## src/rtl/uart_cmd_parser.sv

```systemverilog
// uart_cmd_parser: frame parser for a 4-byte UART command protocol
// (HDR, CMD, DATA, CHK with CHK = CMD ^ DATA). It executes an LED write or
// read and answers through a busy/enable transmitter handshake.
//
// state    | meaning
// ---------+------------------------------------------------------------
// IDLE     | hunting for the header byte, other bytes dropped silently
// W_CMD    | header seen, waiting for the command byte
// W_DATA   | waiting for the data byte
// W_CHK    | waiting for the checksum byte
// EXEC     | one cycle: validate, apply write, choose ACK/NAK
// TX_ACK   | sending the ACK/NAK byte (wait idle, pulse, guard)
// TX_RD    | sending the LED readback byte after the ACK
// TX_WAIT  | waiting for the transmitter to go idle before IDLE
module uart_cmd_parser #(
  parameter int          CLK_FREQ    = 50000000,
  parameter int          TIMEOUT_CYC = 500000,
  parameter logic [7:0]  HDR         = 8'h55
) (
  input  logic       sys_clk,
  input  logic       sys_rst_n,
  input  logic [7:0] rx_data,
  input  logic       rx_done,
  input  logic       tx_busy,
  output logic       tx_en,
  output logic [7:0] tx_data,
  output logic [3:0] led_reg,
  output logic       frame_err,
  output logic       parser_busy
);

  localparam logic [2:0] S_IDLE    = 3'd0;
  localparam logic [2:0] S_W_CMD   = 3'd1;
  localparam logic [2:0] S_W_DATA  = 3'd2;
  localparam logic [2:0] S_W_CHK   = 3'd3;
  localparam logic [2:0] S_EXEC    = 3'd4;
  localparam logic [2:0] S_TX_ACK  = 3'd5;
  localparam logic [2:0] S_TX_RD   = 3'd6;
  localparam logic [2:0] S_TX_WAIT = 3'd7;

  localparam logic [7:0] ACK    = 8'h06;
  localparam logic [7:0] NAK    = 8'h15;
  localparam logic [7:0] CMD_WR = 8'h01;
  localparam logic [7:0] CMD_RD = 8'h02;

  // Guard cycles after each tx_en while the transmitter raises tx_busy.
  localparam logic [2:0] GUARD = 3'd4;

  // A TIMEOUT_CYC of 0 falls back to a 10 ms gap derived from the clock.
  localparam int         GAP_LIMIT = (TIMEOUT_CYC > 0) ? TIMEOUT_CYC : (CLK_FREQ / 100);
  localparam logic [19:0] GAP_TC   = 20'(GAP_LIMIT - 1);

  logic [2:0]  state;
  logic [7:0]  cmd_q;
  logic [7:0]  data_q;
  logic [7:0]  chk_q;
  logic [19:0] gap_cnt;
  logic [2:0]  guard_cnt;
  logic        sent;
  logic        rd_pend;
  logic [7:0]  resp_q;

  logic        in_frame;
  logic        gap_tc;
  logic        chk_ok;
  logic        write_ok;
  logic [7:0]  exec_resp;
  logic        exec_err;
  logic        exec_rd;

  assign in_frame    = (state == S_W_CMD) || (state == S_W_DATA) || (state == S_W_CHK);
  assign gap_tc      = in_frame && (gap_cnt == GAP_TC);
  assign chk_ok      = ((cmd_q ^ data_q) == chk_q);
  assign write_ok    = chk_ok && (cmd_q == CMD_WR);
  assign parser_busy = (state != S_IDLE);

  // Response decision for the EXEC cycle; checksum failure outranks the command.
  always_comb begin
    exec_resp = NAK;
    exec_err  = 1'b1;
    exec_rd   = 1'b0;
    if (chk_ok) begin
      if (cmd_q == CMD_WR) begin
        exec_resp = ACK;
        exec_err  = 1'b0;
      end else if (cmd_q == CMD_RD) begin
        exec_resp = ACK;
        exec_err  = 1'b0;
        exec_rd   = 1'b1;
      end
    end
  end

  // Inter-byte gap counter: restarts on every byte, only runs inside a frame.
  always_ff @(posedge sys_clk or negedge sys_rst_n) begin
    if (!sys_rst_n) begin
      gap_cnt <= '0;
    end else if (rx_done || !in_frame) begin
      gap_cnt <= '0;
    end else begin
      gap_cnt <= gap_cnt + 20'd1;
    end
  end

  // Main parser FSM with response handshake; tx_en and frame_err are pulses.
  always_ff @(posedge sys_clk or negedge sys_rst_n) begin
    if (!sys_rst_n) begin
      state     <= S_IDLE;
      cmd_q     <= '0;
      data_q    <= '0;
      chk_q     <= '0;
      guard_cnt <= '0;
      sent      <= 1'b0;
      rd_pend   <= 1'b0;
      resp_q    <= '0;
      tx_en     <= 1'b0;
      tx_data   <= '0;
      led_reg   <= '0;
      frame_err <= 1'b0;
    end else begin
      tx_en     <= 1'b0;
      frame_err <= 1'b0;
      case (state)
        S_IDLE: begin
          if (rx_done && (rx_data == HDR)) state <= S_W_CMD;
        end
        S_W_CMD: begin
          if (rx_done) begin
            cmd_q <= rx_data;
            state <= S_W_DATA;
          end else if (gap_tc) begin
            frame_err <= 1'b1;
            state     <= S_IDLE;
          end
        end
        S_W_DATA: begin
          if (rx_done) begin
            data_q <= rx_data;
            state  <= S_W_CHK;
          end else if (gap_tc) begin
            frame_err <= 1'b1;
            state     <= S_IDLE;
          end
        end
        S_W_CHK: begin
          if (rx_done) begin
            chk_q <= rx_data;
            state <= S_EXEC;
          end else if (gap_tc) begin
            frame_err <= 1'b1;
            state     <= S_IDLE;
          end
        end
        S_EXEC: begin
          resp_q    <= exec_resp;
          rd_pend   <= exec_rd;
          frame_err <= exec_err;
          if (write_ok) led_reg <= data_q[3:0];
          state <= S_TX_ACK;
          // Issuing straight from EXEC keeps the reply two cycles after CHK.
          if (!tx_busy) begin
            tx_en     <= 1'b1;
            tx_data   <= exec_resp;
            sent      <= 1'b1;
            guard_cnt <= GUARD;
          end else begin
            sent <= 1'b0;
          end
        end
        S_TX_ACK: begin
          if (!sent) begin
            if (!tx_busy) begin
              tx_en     <= 1'b1;
              tx_data   <= resp_q;
              sent      <= 1'b1;
              guard_cnt <= GUARD;
            end
          end else if (guard_cnt != 3'd0) begin
            guard_cnt <= guard_cnt - 3'd1;
          end else begin
            sent  <= 1'b0;
            state <= rd_pend ? S_TX_RD : S_TX_WAIT;
          end
        end
        S_TX_RD: begin
          if (!sent) begin
            if (!tx_busy) begin
              tx_en     <= 1'b1;
              tx_data   <= {4'h0, led_reg};
              sent      <= 1'b1;
              guard_cnt <= GUARD;
            end
          end else if (guard_cnt != 3'd0) begin
            guard_cnt <= guard_cnt - 3'd1;
          end else begin
            sent  <= 1'b0;
            state <= S_TX_WAIT;
          end
        end
        S_TX_WAIT: begin
          if (!tx_busy) state <= S_IDLE;
        end
        default: state <= S_IDLE;
      endcase
    end
  end

endmodule

```

## config.mk

```make
export PLATFORM = sky130hd
export DESIGN_NAME = uart_cmd_parser
export DESIGN_NICKNAME = d
export VERILOG_FILES = /design/src/rtl/uart_cmd_parser.sv
export SDC_FILE = /design/constraint.sdc
export NUM_CORES = 1
export LEC_CHECK = 0
export BUFFER_PORTS_ARGS = -buffer_cell sky130_fd_sc_hd__buf_2
export CELL_PAD_IN_SITES_DETAIL_PLACEMENT = 1
export CELL_PAD_IN_SITES_GLOBAL_PLACEMENT = 1
export CORE_ASPECT_RATIO = 0.75
export CORE_MARGIN = 3
export CORE_UTILIZATION = 40
export CTS_CLUSTER_SIZE = 40
export DETAILED_ROUTE_END_ITERATION = 10
export PLACE_DENSITY = 0.77
export SYNTH_ARGS = -nofsm -noshare
export SYNTH_HDL_FRONTEND = slang
export SYNTH_SLANG_ARGS = --single-unit
export TNS_END_PERCENT = 50
```

## constraint.sdc

```tcl
create_clock -name sys_clk -period 4.4 [get_ports sys_clk]
set_input_delay 0.66 -clock sys_clk [delete_from_list [all_inputs] [get_ports sys_clk]]
set_output_delay 0.66 -clock sys_clk [all_outputs]
set_load 0.02 [all_outputs]
```

# Yosys cells after proc, flatten, opt, wreduce, memory -nomap -nowiden

Index checks and enable logic that the tools add are counted.

Add/sub/neg operators: 2
Multiply operators: 0
Divide/modulo/power cells: 0
$lt $le $gt $ge: 0
Equality and inequality tests: 24
Shift operators: 0
Muxes and demuxes: 41
Bitwise logic cells: 1
Reductions and logical operators: 21

Operator list:

| operator              | count |
|---|---|
| $mux 8                | 6 |
| $mux 3                | 13 |
| $pmux 3 s8            | 1 |
| $pmux 8 s3            | 1 |
| $ne 2x2->1 const B    | 11 |
| $add 20x1->20 const B | 1 |
| $eq 20x19->1 const B  | 1 |
| $mux 20               | 1 |
| $mux 1                | 13 |
| $eq 3x3->1 const B    | 4 |
| $reduce_and 6->1      | 2 |
| $mux 5                | 2 |
| $reduce_and 2->1      | 5 |
| $reduce_bool 3->1     | 3 |
| $eq 8x1->1 const B    | 1 |
| $eq 8x2->1 const B    | 1 |
| $eq 8x7->1 const B    | 1 |
| $eq 8x8->1            | 1 |
| $xor 8x8->8           | 1 |
| $eq 3x2->1 const B    | 2 |
| $pmux 1 s2            | 3 |
| $pmux 3 s2            | 1 |
| $eq 3x1->1 const B    | 1 |
| $logic_and 1x1->1     | 3 |
| other kinds (8)       | 10 |

Register bits after elaboration: 74
Latch bits: 0
Memory bits (writable): 0
Memory bits (read-only): 0
Input bits: 12
Output and inout bits: 15
Logic and storage cells: 102
Memories: 0

# Logic depth before layout (Yosys ltp)

Depth after elaboration: 7
Gate-level depth with buffers: 7
Mapped depth without buffers: 7

# Least setup slack after synthesis

OpenSTA, ideal clock, no wires.

Kind: register to register
Start point: register cmd_q[3]
End point: register resp_q[0]
Arrival time: 1.739 ns
Required time: 4.281 ns
Slack: 2.542 ns
Stages on the path, launching flop included: 6
Path buffers: 0
Clock period less this slack: 1.858 ns
Path through: dfrtp_1 > nor4_2 > nand4_1 > or4_4 > or3_1 > o21a_1

Cells in the longest elaborated chain, start to end: 4

Ends and longest elaborated chain:

| item                   | RTL line | source |
|---|---|---|
| from (decl)            | 54       | `logic [7:0] cmd_q;` |
| from (signal assigned) | 129      | `cmd_q <= rx_data;` |
| $eq 8x2->1             | 86       | `end else if (cmd_q == CMD_RD) begin` |
| $mux 5                 | 86       |  |
| $mux 5                 | 83       | `if (cmd_q == CMD_WR) begin` |
| $mux 8 (*)             | 82       | `if (chk_ok) begin` |
| to (signal assigned)   | 155      | `resp_q <= exec_resp;` |
| to (decl)              | 61       | `logic [7:0] resp_q;` |

Mark *: on every way between the ends. The rest lies on a longest branch, timed or not.
A chain may end at the register's enable or synchronous reset.

# Final worst setup path

Start point: register state[2]
End point: output port parser_busy

Cells in the longest elaborated chain, start to end: 1

Ends and longest elaborated chain:

| item                   | RTL line | source |
|---|---|---|
| from (decl)            | 53       | `logic [2:0] state;` |
| from (signal assigned) | 182      | `state <= rd_pend ? S_TX_RD : S_TX_WAIT;` |
| $reduce_bool 3->1      | 75       | `assign parser_busy = (state != S_IDLE);` |
| to (decl)              | 29       | `output logic parser_busy` |

Every way passes these cells.

==> run summary <==
The horizontal die dimension is between 100 and 150 µm. The count of input and output buffers is 23. The initial antenna violation count is 0. 27 I/O pins were placed. The floorplan die area came out at ~9200 µm². The number of global-route vias before repair came to 2423.

The xor and xnor fraction of the mapped netlist area is just under 9%. The post-route netlist has between 20% and 30% of its cells at a drive strength greater than 1. The fraction of the mapped netlist area in adder cells is under 10%.

The internal power came out at approximately 0.0014 W. The required arrival time at the worst endpoint is around 3.7 ns. The ratio of routed vias to standard cells came out at about 5.5. The number of maximum-capacitance violations is 0. Setup repair after global routing left no endpoint under its margin. The number of buffers between clock root and the deepest sink is 2. After layout, the design draws a total of about 0.0022 W. The switching component of the power came out at approximately 0.00079 W. Clock tree synthesis found a total of between 60 and 70 sinks. The final setup TNS is 0 ns. The actual transition at the worst max-transition pin came out at 0.8298 ns. In this run the cell area of the synthesized design comes to about 3200 µm².

In this run the critical register-to-register path is launched from state[0]$_DFFE_PN0P_. The register clock-pin slew on the reported worst setup and hold paths is ~0.070 ns. The floorplan row count came out at 27.

The number of optimization iterations in the first detailed-route pass came out at 4. The worst slew margin relative to its limit is between 40 and 50%. The CTS buffer count is 9. The share of the synthesized area in the top cell type is 51.14%. The slack of the worst reg-to-reg path is 2.28 ns. The total instance count after detailed placement is approximately 410. The critical path startpoint is state[2]$_DFFE_PN0P_. The global-route wire length before repair came out at approximately 12 mm. The insertion delay of the later-clocked pin in the worst-skew pair came out at about 0.34 ns. Measured along the y axis, the die boundary spans 83.82 µm. The maximum number of pins on one net before global-route repair is 39. The total length of routed wires is slightly above 7 mm. The effective utilization at floorplan came out at roughly 42%. The core outline area came out at about 7600 µm². The global placement routability congestion came out at just over 0.8. Averaged over all synthesized cells, the footprint is between 10 and 15 µm². The maximum resistive drop on vdd came out at around 0.26 mV. The final cycle utilization of the critical path is between 50% and 60%. The detailed router placed about 2300 vias in this run. The number of endpoints with negative hold slack in the final report came to 0. In this run, post-CTS repair resized a total of 0 instances. The DRC violation total after the first TritonRoute iteration came out at just over 100.

The maximum fanout count along the critical path came out at 21. The number of diodes added for antenna fixing is 0. By area, the combinational part of the netlist is dominated by simple AND/OR/NAND/NOR gates. The worst clock skew on the final layout came out at around 0.011 ns. The number of flip-flops in the largest register came out at 20. Data on the critical path arrives at its endpoint at about 1.6 ns. The run finished with clean final reports. Across every metal layer, demand over resource in global routing totals about 18%. STA classifies the critical path startpoint as a flip-flop. The post-cts hold buffer count is 0.

Counting flops with an async set or reset pin after synthesis yields a share of 100.0%. The leakage power came out at 1.551 nW. The H-tree depth came out at 3. The part of the total power dissipated in the clock network came out at between 20 and 25%.

The worst setup path is captured at a primary output. Among all flip-flop cells after synthesis, the most frequent one is sky130_fd_sc_hd__dfrtp_1. For the finished layout, the period the worst path requires is roughly 2.2 ns. The post-synthesis sequential area ratio came out at about 51%. Sorting the synthesized cells by area gives the leading types as sky130_fd_sc_hd__dfrtp_1, sky130_fd_sc_hd__mux2_2, sky130_fd_sc_hd__xnor2_1.

The cell area power density came out at a little over 600 nW/µm². The number of post-CTS setup repair buffers came out at 0. From synthesis to final layout, the design area changed by 12.40%. The top cell type by total area after synthesis is sky130_fd_sc_hd__dfrtp_1. The CTS tree is yes. The post-synthesis simple-gate area fraction is 18.95%. The number of nets with antenna violations after detailed routing came out at 0. The final count of pins violating max slew came to 0. The wire length per cell is around 17 µm. The share of the synthesized area in compound gates (AO/OA/AOI/OAI) is under 10%. The number of cells in the finished layout apart from fillers is ~430.

The synthesis warning total is 0. Global routing finished with a remaining overflow of 0. The switching share of power is 35.30%. The flop and latch count out of synthesis is between 60 and 70. The final-report setup violation count came out at 0. Ranked by flip-flop count, first place goes to gap_cnt. The cell sitting at the root of the clock tree is a sky130_fd_sc_hd__clkbuf_8.

The sequential power share came out at 43.4%. The count of mapped cells out of synthesis is a little under 300. The min-delay analysis places its worst path in the category input port to async pin.

Multiplexer cells account for under 10% of the synthesized area. The achievable clock frequency came out at 449.2 MHz. The number of synthesized flops with an enable pin is 0. The critical path is of the flip-flop to primary output type. The post-detailed-placement half-perimeter wirelength came out at roughly 5.3 mm. In the final design database the tool counted roughly 340 nets. The remaining routing DRC violations came out at 0.

The count of unique library cells instantiated by Yosys came out at 47. The combinational share of power came out at ~34%.
## stage by stage
step	cell area [µm²]	utilization (%)	hold WS [ns]	setup WS, ns
final	3630	47.75	0.3437	2.174
after floorplan	3237	-	0.3644	2.542
after global placement	3437	45.22	0.4505	2.334
after global routing	3630	47.75	0.3939	2.091
after CTS	3630	47.75	0.3613	2.172
after detailed placement	3437	45.22	0.4643	2.287
## cell type report
type	instances	area [µm²]
Clock buffer	12	155.1
Clock inverter	2	37.54
Tap cell	101	126.4
Inverter	11	41.29
Sequential cell	66	1652
Fill cell	852	3971
Timing Repair Buffer	25	130.1
Multi-Input combinational cell	211	1488
## worst max-delay path, cell delays in order, from the launching register on
cell                      delay, ns
sky130_fd_sc_hd__dfrtp_1       0.60
sky130_fd_sc_hd__or3_1         0.46
sky130_fd_sc_hd__buf_2         0.17
## cell usage after synthesis, types with 2 or more instances
cell type,count
sky130_fd_sc_hd__mux2_2,27
sky130_fd_sc_hd__clkbuf_1,6
sky130_fd_sc_hd__nand2b_1,5
sky130_fd_sc_hd__nor4_1,2
sky130_fd_sc_hd__nand2_1,18
sky130_fd_sc_hd__nand4_1,9
sky130_fd_sc_hd__dfrtp_1,66
sky130_fd_sc_hd__o211ai_1,2
sky130_fd_sc_hd__xnor3_1,5
sky130_fd_sc_hd__nor4bb_1,2
sky130_fd_sc_hd__xnor2_1,14
sky130_fd_sc_hd__nand3_1,19
sky130_fd_sc_hd__nor3_1,6
sky130_fd_sc_hd__and4_1,2
sky130_fd_sc_hd__inv_1,10
sky130_fd_sc_hd__ha_1,3
sky130_fd_sc_hd__xor2_1,6
sky130_fd_sc_hd__o21ai_0,14
sky130_fd_sc_hd__o22ai_1,3
sky130_fd_sc_hd__nor2b_1,5
sky130_fd_sc_hd__and3_1,4
sky130_fd_sc_hd__or3_1,5
sky130_fd_sc_hd__a21oi_1,8
sky130_fd_sc_hd__nor4b_1,3
sky130_fd_sc_hd__buf_4,3
sky130_fd_sc_hd__nor2_1,28
## worst paths after layout
path | cells past startpoint | to
worst min-delay path | 1 | tx_data[3]$_DFFE_PN0P_
min in group sys_clk | 2 | tx_data[3]$_DFFE_PN0P_
worst max-delay path | 2 | parser_busy
max in group asynchronous | 2 | gap_cnt[10]$_DFF_PN0_
worst max register to register | 5 | tx_data[1]$_DFFE_PN0P_
worst min register to register | 2 | tx_data[3]$_DFFE_PN0P_
## kinds of logic (layout without fill, tap and decap cells)
family | after synthesis | in the layout
XOR/XNOR | 25 | 25
AND/OR/NAND/NOR | 115 | 115
adder cells (fa/ha/maj) | 3 | 3
other | 1 | 3
buffers and inverters | 21 | 50
multiplexers | 27 | 27
AO/OA/AOI/OAI | 38 | 38
flip-flops | 66 | 66
## per-layer routing
layer / share of wire [%] / wire, µm / global-route usage, %
met5: 0 / 0 / 0
met4: 0.79 / 57 / 4.417
met3: 4.1 / 296 / 4.872
met2: 44 / 3153 / 24.99
met1: 51 / 3713 / 26.15
## placed cells by master, fill, tap and decap left out, drive strengths merged, types with 6 or more instances in the layout
master,netlist,routed
nand3,19,19
nor3,6,6
inv,10,10
dfrtp,66,66
xor2,6,6
buf,4,25
nand2,18,18
clkbuf,6,12
o21ai,15,15
xnor2,14,14
mux2,27,27
nand4,9,9
nor2,28,28
a21oi,8,8
## power groups by stage
stage | registers [W] | logic (W) | clock network [W]
after floorplan | 0.000917 | 0.000611 | 0
after global placement | 0.000967 | 0.000742 | 0
after detailed placement | 0.000980 | 0.000770 | 0
after CTS | 0.000970 | 0.000773 | 0.000519
after global routing | 0.00101 | 0.000861 | 0.000551
final | 0.000971 | 0.000765 | 0.000503
Note: power is estimated with default switching activity, not from simulation.
